===== config.mk =====
export PLATFORM = sky130hd
export DESIGN_NAME = ternary_seq_ctrl
export DESIGN_NICKNAME = d
export VERILOG_FILES = /design/src/rtl/ternary_seq_ctrl.sv
export SDC_FILE = /design/constraint.sdc
export NUM_CORES = 1
export LEC_CHECK = 0
export CELL_PAD_IN_SITES_DETAIL_PLACEMENT = 1
export CELL_PAD_IN_SITES_GLOBAL_PLACEMENT = 2
export CORE_MARGIN = 3
export CORE_UTILIZATION = 32
export DETAILED_ROUTE_END_ITERATION = 8
export PLACE_DENSITY = 0.92
export SETUP_SLACK_MARGIN = 0.4
export SYNTH_ARGS = -nofsm -noshare
export SYNTH_HDL_FRONTEND = slang
export SYNTH_SLANG_ARGS = --single-unit

===== constraint.sdc =====
create_clock -name clk -period 4.2 [get_ports clk]
set_clock_uncertainty 0.15 [all_clocks]
set_input_delay 0.84 -clock clk [delete_from_list [all_inputs] [get_ports clk]]
set_output_delay 0.84 -clock clk [all_outputs]
set_load 0.1 [all_outputs]

===== src/rtl/ternary_seq_ctrl.sv =====
// Sequencer for a ternary-weight MAC array: weight load, per-vector accumulate, result emit.
// Every output is a flop; configuration is captured once per accepted start.
module ternary_seq_ctrl #(
  parameter int MAX_IN_LEN  = 16,
  parameter int MAX_OUT_LEN = 8
) (
  input  logic       clk,
  input  logic       rst_n,
  input  logic       start,
  input  logic       mode,
  input  logic       abort,
  input  logic [3:0] cfg_in_len,
  input  logic [2:0] cfg_out_last,
  input  logic [3:0] cfg_vec_last,
  output logic       load_ena,
  output logic       weights_valid,
  input  logic       act_valid,
  output logic       act_ready,
  output logic       mac_clear,
  output logic       mac_en,
  output logic [2:0] col_idx,
  output logic       res_valid,
  input  logic       res_ready,
  output logic [2:0] res_col,
  output logic       busy,
  output logic       done,
  output logic       err
);

  typedef enum logic [2:0] {S_IDLE, S_LOAD, S_ACCEPT, S_MAC, S_EMIT} state_t;

  localparam logic [3:0] OUT_LAST_CAP = 4'(MAX_OUT_LEN - 1);
  localparam logic [4:0] IN_LEN_CAP   = 5'(MAX_IN_LEN);

  state_t     state_q, state_d;
  logic [3:0] beat_q, beat_d;
  logic [3:0] vec_q, vec_d;
  logic [2:0] out_last_q, out_last_d;
  logic [3:0] vec_last_q, vec_last_d;
  // Row count belongs to the datapath; kept here only so it is frozen per command.
  logic [3:0] unused_in_len_q, unused_in_len_d;
  logic       load_ena_q, load_ena_d;
  logic       weights_valid_q, weights_valid_d;
  logic       act_ready_q, act_ready_d;
  logic       mac_clear_q, mac_clear_d;
  logic       mac_en_q, mac_en_d;
  logic [2:0] col_idx_q, col_idx_d;
  logic       res_valid_q, res_valid_d;
  logic [2:0] res_col_q, res_col_d;
  logic       busy_q, busy_d;
  logic       done_q, done_d;
  logic       err_q, err_d;

  logic [2:0] cap_out_last;
  logic [3:0] cap_in_len;

  assign cap_out_last = ({1'b0, cfg_out_last} > OUT_LAST_CAP) ? OUT_LAST_CAP[2:0] : cfg_out_last;
  assign cap_in_len   = ({1'b0, cfg_in_len} > IN_LEN_CAP) ? IN_LEN_CAP[3:0] : cfg_in_len;

  always_comb begin
    state_d         = state_q;
    beat_d          = beat_q;
    vec_d           = vec_q;
    out_last_d      = out_last_q;
    vec_last_d      = vec_last_q;
    unused_in_len_d = unused_in_len_q;
    load_ena_d      = 1'b0;
    weights_valid_d = weights_valid_q;
    act_ready_d     = 1'b0;
    mac_clear_d     = 1'b0;
    mac_en_d        = 1'b0;
    col_idx_d       = 3'd0;
    res_valid_d     = 1'b0;
    res_col_d       = 3'd0;
    done_d          = 1'b0;
    err_d           = 1'b0;

    if (abort) begin
      state_d = S_IDLE;
      if (state_q == S_LOAD) weights_valid_d = 1'b0;
    end else begin
      case (state_q)
        S_IDLE: begin
          if (start) begin
            if (!mode || weights_valid_q) begin
              out_last_d      = cap_out_last;
              vec_last_d      = cfg_vec_last;
              unused_in_len_d = cap_in_len;
            end
            if (!mode) begin
              state_d         = S_LOAD;
              weights_valid_d = 1'b0;
              load_ena_d      = 1'b1;
              beat_d          = 4'd0;
            end else if (weights_valid_q) begin
              state_d     = S_ACCEPT;
              act_ready_d = 1'b1;
              vec_d       = 4'd0;
            end else begin
              err_d = 1'b1;
            end
          end
        end
        S_LOAD: begin
          // Two beats (MSB, LSB) per column, so the last beat index is 2*out_last+1.
          if (beat_q == {out_last_q, 1'b1}) begin
            state_d         = S_IDLE;
            weights_valid_d = 1'b1;
            done_d          = 1'b1;
          end else begin
            beat_d     = beat_q + 4'd1;
            load_ena_d = 1'b1;
          end
        end
        S_ACCEPT: begin
          if (act_valid) begin
            state_d     = S_MAC;
            mac_clear_d = 1'b1;
          end else begin
            act_ready_d = 1'b1;
          end
        end
        S_MAC: begin
          // First MAC cycle carries the clear; accumulation starts on the next one.
          if (!mac_en_q) begin
            mac_en_d = 1'b1;
          end else if (col_idx_q == out_last_q) begin
            state_d     = S_EMIT;
            res_valid_d = 1'b1;
          end else begin
            mac_en_d  = 1'b1;
            col_idx_d = col_idx_q + 3'd1;
          end
        end
        S_EMIT: begin
          res_valid_d = 1'b1;
          res_col_d   = res_col_q;
          if (res_ready) begin
            if (res_col_q == out_last_q) begin
              res_valid_d = 1'b0;
              res_col_d   = 3'd0;
              if (vec_q == vec_last_q) begin
                state_d = S_IDLE;
                done_d  = 1'b1;
              end else begin
                state_d     = S_ACCEPT;
                act_ready_d = 1'b1;
                vec_d       = vec_q + 4'd1;
              end
            end else begin
              res_col_d = res_col_q + 3'd1;
            end
          end
        end
        default: state_d = S_IDLE;
      endcase
    end

    busy_d = (state_d != S_IDLE);
  end

  always_ff @(posedge clk) begin
    if (!rst_n) begin
      state_q         <= S_IDLE;
      beat_q          <= 4'd0;
      vec_q           <= 4'd0;
      out_last_q      <= 3'd0;
      vec_last_q      <= 4'd0;
      unused_in_len_q <= 4'd0;
      load_ena_q      <= 1'b0;
      weights_valid_q <= 1'b0;
      act_ready_q     <= 1'b0;
      mac_clear_q     <= 1'b0;
      mac_en_q        <= 1'b0;
      col_idx_q       <= 3'd0;
      res_valid_q     <= 1'b0;
      res_col_q       <= 3'd0;
      busy_q          <= 1'b0;
      done_q          <= 1'b0;
      err_q           <= 1'b0;
    end else begin
      state_q         <= state_d;
      beat_q          <= beat_d;
      vec_q           <= vec_d;
      out_last_q      <= out_last_d;
      vec_last_q      <= vec_last_d;
      unused_in_len_q <= unused_in_len_d;
      load_ena_q      <= load_ena_d;
      weights_valid_q <= weights_valid_d;
      act_ready_q     <= act_ready_d;
      mac_clear_q     <= mac_clear_d;
      mac_en_q        <= mac_en_d;
      col_idx_q       <= col_idx_d;
      res_valid_q     <= res_valid_d;
      res_col_q       <= res_col_d;
      busy_q          <= busy_d;
      done_q          <= done_d;
      err_q           <= err_d;
    end
  end

  assign load_ena      = load_ena_q;
  assign weights_valid = weights_valid_q;
  assign act_ready     = act_ready_q;
  assign mac_clear     = mac_clear_q;
  assign mac_en        = mac_en_q;
  assign col_idx       = col_idx_q;
  assign res_valid     = res_valid_q;
  assign res_col       = res_col_q;
  assign busy          = busy_q;
  assign done          = done_q;
  assign err           = err_q;

endmodule


Word level (Yosys, flattened, before mapping)
Index checks and enable logic that the tools add are counted.
Storage, ports and cells
  flip-flop bits (word level): 33
Operators by class
  add/sub/neg operators: 4
  equality and inequality tests: 20
  mux-type cells: 56
  bitwise gates (word level): 9
  reductions and logical operators: 16
Operator list (number)
  4-bit two-way mux: 9
  3-bit two-way mux: 11
  1-bit two-way mux: 27
  2-bit inequality test (second input constant): 8
  4-bit case mux with 2 select lines: 2
  3-bit case mux with 5 select lines: 1
  5-bit AND reduction: 2
  5-bit OR reduction: 2
  1-bit inverter: 9
  3-bit OR reduction: 3
  4-bit by 1-bit adder with 4-bit output (second input constant): 2
  4-bit == test: 2
  1-bit case mux with 2 select lines: 4
  8-bit AND reduction: 1
  3-bit by 1-bit adder with 3-bit output (second input constant): 2
  3-bit by 2-bit == test with 1-bit output (second input constant): 2
  3-bit == test: 2
  3-bit inequality test (second input constant): 2
  4-bit AND reduction: 1
  2-bit nonzero test: 2
  3-bit by 1-bit == test with 1-bit output (second input constant): 1
  3-bit == test (second input constant): 1
  3-bit zero test: 1
  3-bit by 2-bit inequality test with 1-bit output (second input constant): 1
  7 further kinds: 7

Longest topological paths before layout
Gate-level depths: netlist of the first run.
  word-level depth: 7
  gate-level depth with buffers: 7
  gate-level depth less buffers: 5

Worst setup path before layout of the first run
OpenSTA, ideal clock, no wires.
  path type: register -> register
  start: register res_col_q[0] (netlist: res_col[0])
  end: register vec_q[3]
  arrival time: 2181 ps
  required time: 3974 ps
  setup slack: 1793 ps
  stages on the path, launching flop included: 6
  path buffers: 0
  clock period less this slack: 2407 ps
  cell sequence: dfxtp_1 -> xnor2_1 -> and4_4 -> nand3b_4 -> or4_1 -> a31oi_1
Between the ends
  word-level cells in the longest chain between the ends: 3
Ends and longest elaborated chain
  start, declared: RTL line 49  | logic [2:0] res_col_q, res_col_d;
  start signal, assigned: RTL line 195  | res_col_q <= res_col_d;
  3-bit == test: RTL line 139  | if (res_col_q == out_last_q) begin
  2-bit inequality test (no source line)
  8-bit AND reduction (no source line)
  end signal, assigned: RTL line 184  | vec_q <= vec_d;
  end, declared: RTL line 37  | logic [3:0] vec_q, vec_d;
Every way passes these cells.
A chain may end at the register's enable or synchronous reset.

Final worst setup path of the first run
  start: register mac_en_q (netlist: mac_en)
  end: output port mac_en
RTL lines
  start, declared: RTL line 46  | logic mac_en_q, mac_en_d;
  start signal, assigned: RTL line 192  | mac_en_q <= mac_en_d;
  end, declared: RTL line 20  | output logic mac_en,
No word-level cell between the ends.

==> results.yml, run 1 <==
critical_path:
  r2r-start: "state_q[2]"
  rr_worst_depth: 5
  crit_buf_inv: 1
  cp-start-kind: "flip-flop"
  critPathArrivalTime_ns: 1.87
  required_ns: 3.21
  cp_slowest_stage_delay_ns: 1.17
  crit_path_cell_trace: "clkdlybuf4s50_1"
  critPathKind: "reg2out"
  cp-end-kind: "output port"
  crit_family: "buffers and inverters"
  ff2ff_setup_slack_ns: 2.25
  slowest_stage: "clkdlybuf4s50_1"
  cp-startpoint: "mac_en"
  r2r-end: "vec_q[3]"
  cp_max_fo: 6
synth:
  yosys.area.top_type_share_pct: 41.94
  ys_warn_count: 0
  synthesis.area_um2: 1575
  ys_seq_area_share_pct: 41.94
  syn_avg_cell_area_um2: 8.950
  synth_area_leaders: "dfxtp_1 42%, xnor2_1 6.1%, nor2_1 5.2%"
  synthFlopType: "dfxtp_1"
  ys_async_sr_fraction_pct: 0
  yosys-top-cells-count: "33 x dfxtp_1, 22 x nor2_1, 14 x nand2_1"
  synth_seq_cells: 33
  synthDistinctLibCells: 41
  synth_edf_count: 0
  synth_area_leader_cell: "dfxtp_1"
  syn_inst: 176
  syn_nets: 198
  synth_most_common_cell: "dfxtp_1"
global_routing:
  grt_pass1_wl_mm: 6.561
  track_usage_pct: 13.98
  antenna_found_initial: 0
  gr-total-overflow: 0
  grt_max_degree: 17
  grt_pass1_vias: 1393
clock_tree:
  cts_hold_buf: 0
  htreeDepth: 2
  clk_path_buf_depth: 2
  clockRootBuffer: "clkbuf_8"
  clk_pin_slew_worst_paths_ns: 0.06
  cts_setup_buffers: 0
  tritoncts: "done"
  clkLatencyLatePin_ns: 0.28
  cts_made_buffers: 5
  cts_sinks: 33
  cts_resized: 0
sta:
  min_period_ns: 2.864
  fin_crit_sh_pct: 68.18
  setup_violations: 0
  tightest_slew_ns: 0.9720
  final_max_slew_viol_count: 0
  hold_viol: 0
  setup_tns_ns: 0
  rsz0062_at_grt: "false"
  slew_headroom_pct: 34.99
  fmax_mhz: 349.2
die:
  pin_count: 33
  die_h_um: 76.16
  start_util_pct: 34.51
  coreArea_um2: 4564
  die_w_um: 76.16
  row_count: 24
  die_area_um2: 5800
detailed_routing:
  vias_per_cell: 4.841
  ant_nets: 0
  vias: 1307
  drtIter0Drc: 36
  routed_wl_mm: 3.633
  first_pass_iters: 4
  drcViolationCount: 0
  wl_per_cell_um: 13.46
hold_path:
  min_to: "col_idx[0]"
  holdPathStages: 1
  holdCritStartpoint: "col_idx[0]"
  hold_path.class: "reg2reg"
placed_design:
  place.gp.congestion: 0.7293
  place.port_buffers: 28
  numPlacedInstances: 263
  hpwl_mm: 2.756
finish:
  multiInputGateArea_um2: 868.3
  fin_cells: 270
  syn_to_final_growth_pct: 26.69
  ff_latch_area_um2: 660.6
  layout.nets: 227
  num_antenna_cells: 0
  drive_above_1_share_pct: 5.366
  fill_cells: 566
power_and_ir_drop:
  total_leakage_power_nw: 0.7791
  ir_worst_vdd_v: 0.0001708
  powerDensity_nw_per_um2: 311.3
status:
  status: "completed"
run:
  cap_violations: 0
[cell families after synthesis]
logic type / share of synthesized area (%)
multiplexers: 5.084
AO/OA/AOI/OAI: 11.36
AND/OR/NAND/NOR: 24.94
XOR/XNOR: 10.56
buffers and inverters: 2.938
adder cells (fa/ha/maj): 3.177
flip-flops: 41.94
[area by class of cell]
type | instances | area share (%)
clock buffers | 7 | 4.326
inverters | 5 | 0.9404
multi-input cells | 132 | 43.51
flip-flops and latches | 33 | 33.10
well taps | 65 | 4.075
repair buffers | 28 | 14.04
[sequential cells by signal, summed over array words and instances (netlist names)]
name,cells
beat_q,4
load_ena,1
err,1
vec_last_q,4
res_valid,1
done,1
act_ready,1
out_last_q,3
vec_q,4
busy,1
mac_en,1
col_idx,3
state_q,3
weights_valid,1
mac_clear,1
res_col,3
[power by group]
group	switching [mW]	total [mW]	internal [mW]
clock	0.108	0.238	0.130
sequential	0.00515	0.323	0.317
combinational	0.0333	0.0607	0.0274
[placed cells by master (no fill, tap or decap), types with 2 or more instances in the layout]
cell type / count
nand2b_1: 2
nor3_1: 9
a21oi_1: 6
xnor2_1: 11
or3_1: 2
and2_1: 2
nand3_1: 5
nor2b_1: 4
inv_1: 4
mux2i_1: 8
a211oi_1: 2
ha_1: 4
o21ai_0: 8
nand2_1: 14
nor2_1: 22
or4_1: 2
clkbuf_8: 6
nand4b_1: 2
a31oi_1: 2
clkdlybuf4s50_1: 28
xor2_1: 8
o211ai_1: 3
dfxtp_1: 33
[layer usage]
metal	GRT usage, %	part of all wire, %	wire [um]
met1	18.08	50	1819
met2	21.90	45	1631
met3	4.137	3.6	130
met4	5.435	1.4	51
met5	0	0	0
[per-stage QoR]
stage | utilization (%) | total power [mW] | worst slack (ns) | area [um^2] | hold WS, ns
3_3_place_gp | 41.83 | 0.3905 | 1.453 | 1909 | 0.3078
4_1_cts | 43.72 | 0.6334 | 1.315 | 1996 | 0.3351
6_report | 43.72 | 0.6213 | 1.336 | 1996 | 0.3291
5_1_grt | 43.72 | 0.6541 | 1.252 | 1996 | 0.3938
2_1_floorplan | - | 0.3661 | 1.793 | 1575 | 0.3284
3_5_place_dp | 41.83 | 0.3906 | 1.443 | 1909 | 0.3180
[worst max-delay path by stage]
| stage | to | slack (ns) | depth (start not counted) |
|---|---|---|---|
| 2_1_floorplan | vec_q[3] | 1.79 | 5 |
| 6_report | mac_en | 1.34 | 1 |
| 3_3_place_gp | vec_last_q[3] | 1.45 | 5 |
| 5_1_grt | mac_en | 1.25 | 1 |
| 4_1_cts | mac_en | 1.32 | 1 |
| 3_5_place_dp | out_last_q[0] | 1.44 | 5 |
No activity file was read; power rests on OpenSTA's default activity.
==> run 2, diff against run 1 <==
--- a/config.mk
+++ b/config.mk
@@ -8,9 +8,9 @@
 export CELL_PAD_IN_SITES_DETAIL_PLACEMENT = 1
 export CELL_PAD_IN_SITES_GLOBAL_PLACEMENT = 2
 export CORE_MARGIN = 3
-export CORE_UTILIZATION = 32
+export CORE_UTILIZATION = 30
 export DETAILED_ROUTE_END_ITERATION = 8
-export PLACE_DENSITY = 0.92
+export PLACE_DENSITY = 0.87
 export SETUP_SLACK_MARGIN = 0.4
 export SYNTH_ARGS = -nofsm -noshare
 export SYNTH_HDL_FRONTEND = slang
==> constraint.sdc (replaced) <==
create_clock -name clk -period 2.88 [get_ports clk]
set_clock_uncertainty 0.15 [all_clocks]
set_input_delay 0.576 -clock clk [delete_from_list [all_inputs] [get_ports clk]]
set_output_delay 0.576 -clock clk [all_outputs]
set_load 0.1 [all_outputs]
==> run 2 against run 1 <==
Combinational power rose by 49%. First-iteration DRC count fell by 17%. Sequential share of layout area fell by 0.29 points.
==> results.yml, run 2 (synthesis results as in run 1) <==
finish:
  reg.largest.list: "beat_q: 4 flops, vec_last_q: 4 flops, vec_q: 4 flops"
  drive_above_1_share_pct: 14.35
  layout_common_cells: "33 x dfxtp_1, 22 x nor2_1, 18 x buf_4"
  layout.nets: 230
  syn_to_final_growth_pct: 27.80
  num_antenna_cells: 0
  mostFrequentLayoutCell: "dfxtp_1"
  final_util_pct: 40.99
detailed_routing:
  vias: 1338
  drcViolationCount: 0
  first_pass_iters: 4
  vias_per_cell: 4.848
  ant_nets: 0
  wl_per_cell_um: 13.64
  routed_wl_mm: 3.765
  drtIter0Drc: 30
power_and_ir_drop:
  total_leakage_power_nw: 0.8380
  clockPowerShare_pct: 44.4
  seqPwrFrac_pct: 46.7
  combPwrFrac_pct: 8.9
  p_sw_uw: 222.5
  powerDensity_nw_per_um2: 500.8
  ir_worst_vdd_v: 0.0002615
  p_int_uw: 785.7
  total_power_mw: 1.008
  netSwitchingFraction_pct: 22.07
critical_path:
  cp-start-kind: "input port"
  required_ns: 2.95
  cp_max_fo: 6
  critPathArrivalTime_ns: 2.22
  critPathKind: "in2reg"
  cp-end-kind: "flip-flop"
die:
  pin_count: 33
  coreArea_um2: 4911
  die_h_um: 78.46
  die_area_um2: 6156
  start_util_pct: 32.08
  row_count: 25
  die_w_um: 78.46
hold_path:
  hold_path.class: "reg2reg"
clock_tree:
  clkLatencyLatePin_ns: 0.28
  clk_pin_slew_worst_paths_ns: 0.06
  cts_made_buffers: 5
  cts_setup_buffers: 0
  cts_resized: 0
  cts_sinks: 33
  clockRootBuffer: "clkbuf_8"
  cts_hold_buf: 0
  clk_path_buf_depth: 2
  tritoncts: "done"
  htreeDepth: 2
sta:
  setup_tns_ns: 0
  rsz0062_at_grt: "false"
  final_max_slew_viol_count: 0
  setup_violations: 0
  fmax_mhz: 465.2
  hold_viol: 0
  tightest_slew_ns: 0.6871
  min_period_ns: 2.150
  slew_headroom_pct: 53.71
  fin_crit_sh_pct: 74.64
run:
  cap_violations: 0
placed_design:
  place.port_buffers: 28
  hpwl_mm: 2.819
  place.gp.congestion: 0.8042
global_routing:
  grtUsageMet3_pct: 2.982
  grt_pass1_vias: 1357
  grt_util_met1_pct: 17.10
  use_met2_pct: 21.06
  grt_max_degree: 17
  gr-total-overflow: 0
  track_usage_pct: 13.23
  antenna_found_initial: 0
  busiest_layer: "met2"
  grt_pass1_wl_mm: 6.403
status:
  status: "completed"
==> run 2: layout make-up <==
type                    count  area [um^2]
repair buffers             31        265.3
clock buffers               7        86.33
well taps                  67        83.83
flip-flops and latches     33        660.6
fillers                   603         2898
clock inverters             1        30.03
multi-input cells         132        868.3
inverters                   5        18.77
==> run 2: through the flow <==
stage / instances / setup slack (ns) / area, um^2 / hold WS, ns
after detailed placement: 268 / 0.4158 / 1897 / 0.3160
after global placement: 268 / 0.4416 / 1897 / 0.3067
after CTS: 276 / 0.7154 / 2013 / 0.3328
after global routing: 276 / 0.5452 / 2013 / 0.3752
after floorplan: 176 / 0.4732 / 1575 / 0.3284
final: 276 / 0.7304 / 2013 / 0.3256
==> run 2: worst paths after layout <==
check                    end  startpoint  depth (start not counted)  slack (ns)
setup / recovery   beat_q[3]       start                          5        0.73
hold / removal    col_idx[0]  col_idx[0]                          1        0.33
setup reg to reg    vec_q[3]  state_q[2]                          5        0.89
hold reg to reg   col_idx[0]  col_idx[0]                          1        0.33
==> run 2: worst max-delay path, cell delays in order <==
cell and delay [ns]:
clkdlybuf4s50_1 0.44, nor2b_1 0.17, o21ai_0 0.55, o21ai_0 0.32
nor2_1 0.17
==> run 2: power groups by stage <==
stage / logic (mW) / clock network, mW / registers [mW]
after floorplan: 0.0450 / 0 / 0.489
after global placement: 0.0903 / 0 / 0.481
after detailed placement: 0.0908 / 0 / 0.481
after CTS: 0.0913 / 0.463 / 0.470
after global routing: 0.0987 / 0.484 / 0.471
final: 0.0902 / 0.447 / 0.471
==> run 2: per-layer routing <==
layer | wire, um | vias up
li1 | - | 675
met1 | 1773 | 637
met2 | 1790 | 20
met3 | 142 | 6
met4 | 59 | 0
met5 | 0 | -
==> run 3, diff against run 2 <==
--- a/config.mk
+++ b/config.mk
@@ -8,9 +8,9 @@
 export CELL_PAD_IN_SITES_DETAIL_PLACEMENT = 1
 export CELL_PAD_IN_SITES_GLOBAL_PLACEMENT = 2
 export CORE_MARGIN = 3
-export CORE_UTILIZATION = 30
+export CORE_UTILIZATION = 27
 export DETAILED_ROUTE_END_ITERATION = 8
-export PLACE_DENSITY = 0.87
+export PLACE_DENSITY = 0.83
 export SETUP_SLACK_MARGIN = 0.4
 export SYNTH_ARGS = -nofsm -noshare
 export SYNTH_HDL_FRONTEND = slang
==> constraint.sdc (replaced) <==
create_clock -name clk -period 1.9 [get_ports clk]
set_clock_uncertainty 0.15 [all_clocks]
set_input_delay 0.38 -clock clk [delete_from_list [all_inputs] [get_ports clk]]
set_output_delay 0.38 -clock clk [all_outputs]
set_load 0.1 [all_outputs]
==> run 3 against run 2 <==
Routed wire length is 47% higher. Register-to-register slack worse by 0.75 ns. Cell count is 16% higher. Non-clock buffer count is 40 higher. Worst setup slack worse by 0.59 ns. Die area is 10% higher. Critical path type is now reg2reg. Worst hold slack worse by 0.0056 ns.
==> results.yml, run 3 (synthesis results as in run 1) <==
sta:
  fin_crit_sh_pct: 92.69
  tightest_slew_ns: 0.3916
  setup_violations: 0
  final_max_slew_viol_count: 0
  fmax_mhz: 567.9
  min_period_ns: 1.761
  rsz0062_at_grt: "true"
  hold_viol: 0
  hold_ws_ns: 0.3200
  slew_headroom_pct: 73.80
  fin_ws_ns: 0.1390
power_and_ir_drop:
  seqPwrFrac_pct: 45.8
  p_sw_uw: 394.6
  ir_worst_vdd_v: 0.0002650
  total_leakage_power_nw: 1.177
  powerDensity_nw_per_um2: 527.2
  p_int_mw: 1.128
  netSwitchingFraction_pct: 25.92
  combPwrFrac_pct: 15.1
  clockPowerShare_pct: 39.1
critical_path:
  rr_worst_depth: 7
  cp_max_fo: 4
  required_ns: 1.92
  r2r-end: "busy"
  critPathArrivalTime_ns: 1.78
  crit_path_cell_trace: "xor2_2, nor4_2, buf_4, nor3b_4, buf_6, nor4_4, o21bai_1"
  crit_buf_inv: 2
  critPathKind: "reg2reg"
  crit_family: "simple AND/OR/NAND/NOR gates"
  slowest_stage: "dfxtp_2"
  r2r-start: "vec_q[3]"
  crit_cells: 7
  ff2ff_setup_slack_ns: 0.14
  cp-start-kind: "flip-flop"
  cp-end-kind: "flip-flop"
  cp_slowest_stage_delay_ns: 0.34
detailed_routing:
  wl_per_cell_um: 17.21
  drtIter0Drc: 42
  drcViolationCount: 0
  routed_wl_mm: 5.523
  vias: 1554
  first_pass_iters: 3
  ant_nets: 0
  vias_per_cell: 4.841
global_routing:
  grtUsageMet3_pct: 3.362
  gr-total-overflow: 0
  grt_pass1_vias: 1650
  grt_util_met1_pct: 18.33
  grt_pass1_wl_mm: 8.038
  busiest_layer: "met2"
  use_met2_pct: 28.45
  grt_max_degree: 11
  track_usage_pct: 15.80
  antenna_found_initial: 0
finish:
  num_antenna_cells: 0
  layout.nets: 270
  drive_above_1_share_pct: 54.62
  mostFrequentLayoutCell: "buf_4"
  reg.largest.list: "beat_q: 4 flops, vec_last_q: 4 flops, vec_q: 4 flops"
  syn_to_final_growth_pct: 83.32
  layout_common_cells: "31 x buf_4, 17 x nor2_1, 16 x buf_12"
  fill_cells: 604
hold_path:
  min_to: "col_idx[0]"
  hold_path.class: "reg2reg"
  holdCritStartpoint: "col_idx[0]"
  holdPathStages: 1
clock_tree:
  clk_path_buf_depth: 2
  htreeDepth: 2
  clk_pin_slew_worst_paths_ns: 0.07
  clkLatencyLatePin_ns: 0.29
  cts_hold_buf: 0
  cts_made_buffers: 5
  clockRootBuffer: "clkbuf_8"
  cts_sinks: 33
  tritoncts: "done"
placed_design:
  place.port_buffers: 28
  dp_slack_ns: -0.2108
  place.gp.congestion: 0.7536
  hpwl_mm: 3.319
die:
  row_count: 27
  start_util_pct: 28.26
  pin_count: 33
  coreArea_um2: 5574
  die_w_um: 82.38
  die_h_um: 82.38
  die_area_um2: 6786
status:
  status: "completed"
run:
  cap_violations: 0
[run 3: repair_timing]
item | CTS | global route
cloned | 0 | 0
pin swaps | 22 | 27
resized for setup | 58 | 38
endpoints found under the setup margin | 29 | 32
buffers inserted | 14 | 5
[run 3: per-layer routing]
| layer | wire, um | vias up | share of wire, % |
|---|---|---|---|
| li1 | - | 754 | - |
| met1 | 2206 | 765 | 40 |
| met2 | 3042 | 26 | 55 |
| met5 | 0 | - | 0 |
| met3 | 171 | 9 | 3.1 |
| met4 | 103 | 0 | 1.9 |
[run 3: power by group through the flow]
stage	combinational [mW]	clock [mW]	sequential, mW
after CTS	0.206	0.605	0.698
after floorplan	0.0712	0	0.731
after global routing	0.244	0.642	0.699
final	0.230	0.595	0.698
after detailed placement	0.172	0	0.717
after global placement	0.171	0	0.717
[run 3: per-stage QoR]
step	area [um^2]	TNS (ns)	std cells	power [mW]	util (%)
CTS	2688	0	316	1.509	48.22
floorplan	1628	0	176	0.8025	-
detailed placement	2297	-2.959	294	0.8899	41.21
global route	2888	0	321	1.585	51.81
global placement	2297	-2.424	294	0.8879	41.21
finish	2888	0	321	1.522	51.81
[run 3: worst max-delay path by stage]
| stage | to | start | slack, ns |
|---|---|---|---|
| CTS | vec_q[2] | vec_q[1] | 0.16 |
| detailed placement | beat_q[0] | start | -0.21 |
| global placement | act_ready | res_ready | -0.19 |
| global route | busy | vec_q[3] | 0.02 |
| floorplan | vec_q[2] | res_col[1] | 0.07 |
| finish | busy | vec_q[3] | 0.14 |
[run 3: worst register-to-register path: cells and delay by family (launching register included)]
| family | cells | cell delay (ns) |
|---|---|---|
| AOI/OAI and AO/OA | 1 | 0.11 |
| xor gates and xnor gates | 1 | 0.18 |
| and+or+nand+nor | 3 | 0.54 |
| buffers and inverters | 2 | 0.32 |
| DFF | 1 | 0.34 |
[run 3: area by class of cell]
| cell class | count | area (um^2) | share of cell area, % |
|---|---|---|---|
| clock buffers | 7 | 96.34 | 3.336 |
| flip-flops and latches | 33 | 719.4 | 24.91 |
| well taps | 72 | 90.09 | 3.120 |
| clock inverters | 1 | 5.005 | 0.1733 |
| repair buffers | 71 | 790.8 | 27.38 |
| inverters | 5 | 20.02 | 0.6932 |
| multi-input cells | 132 | 1166 | 40.38 |
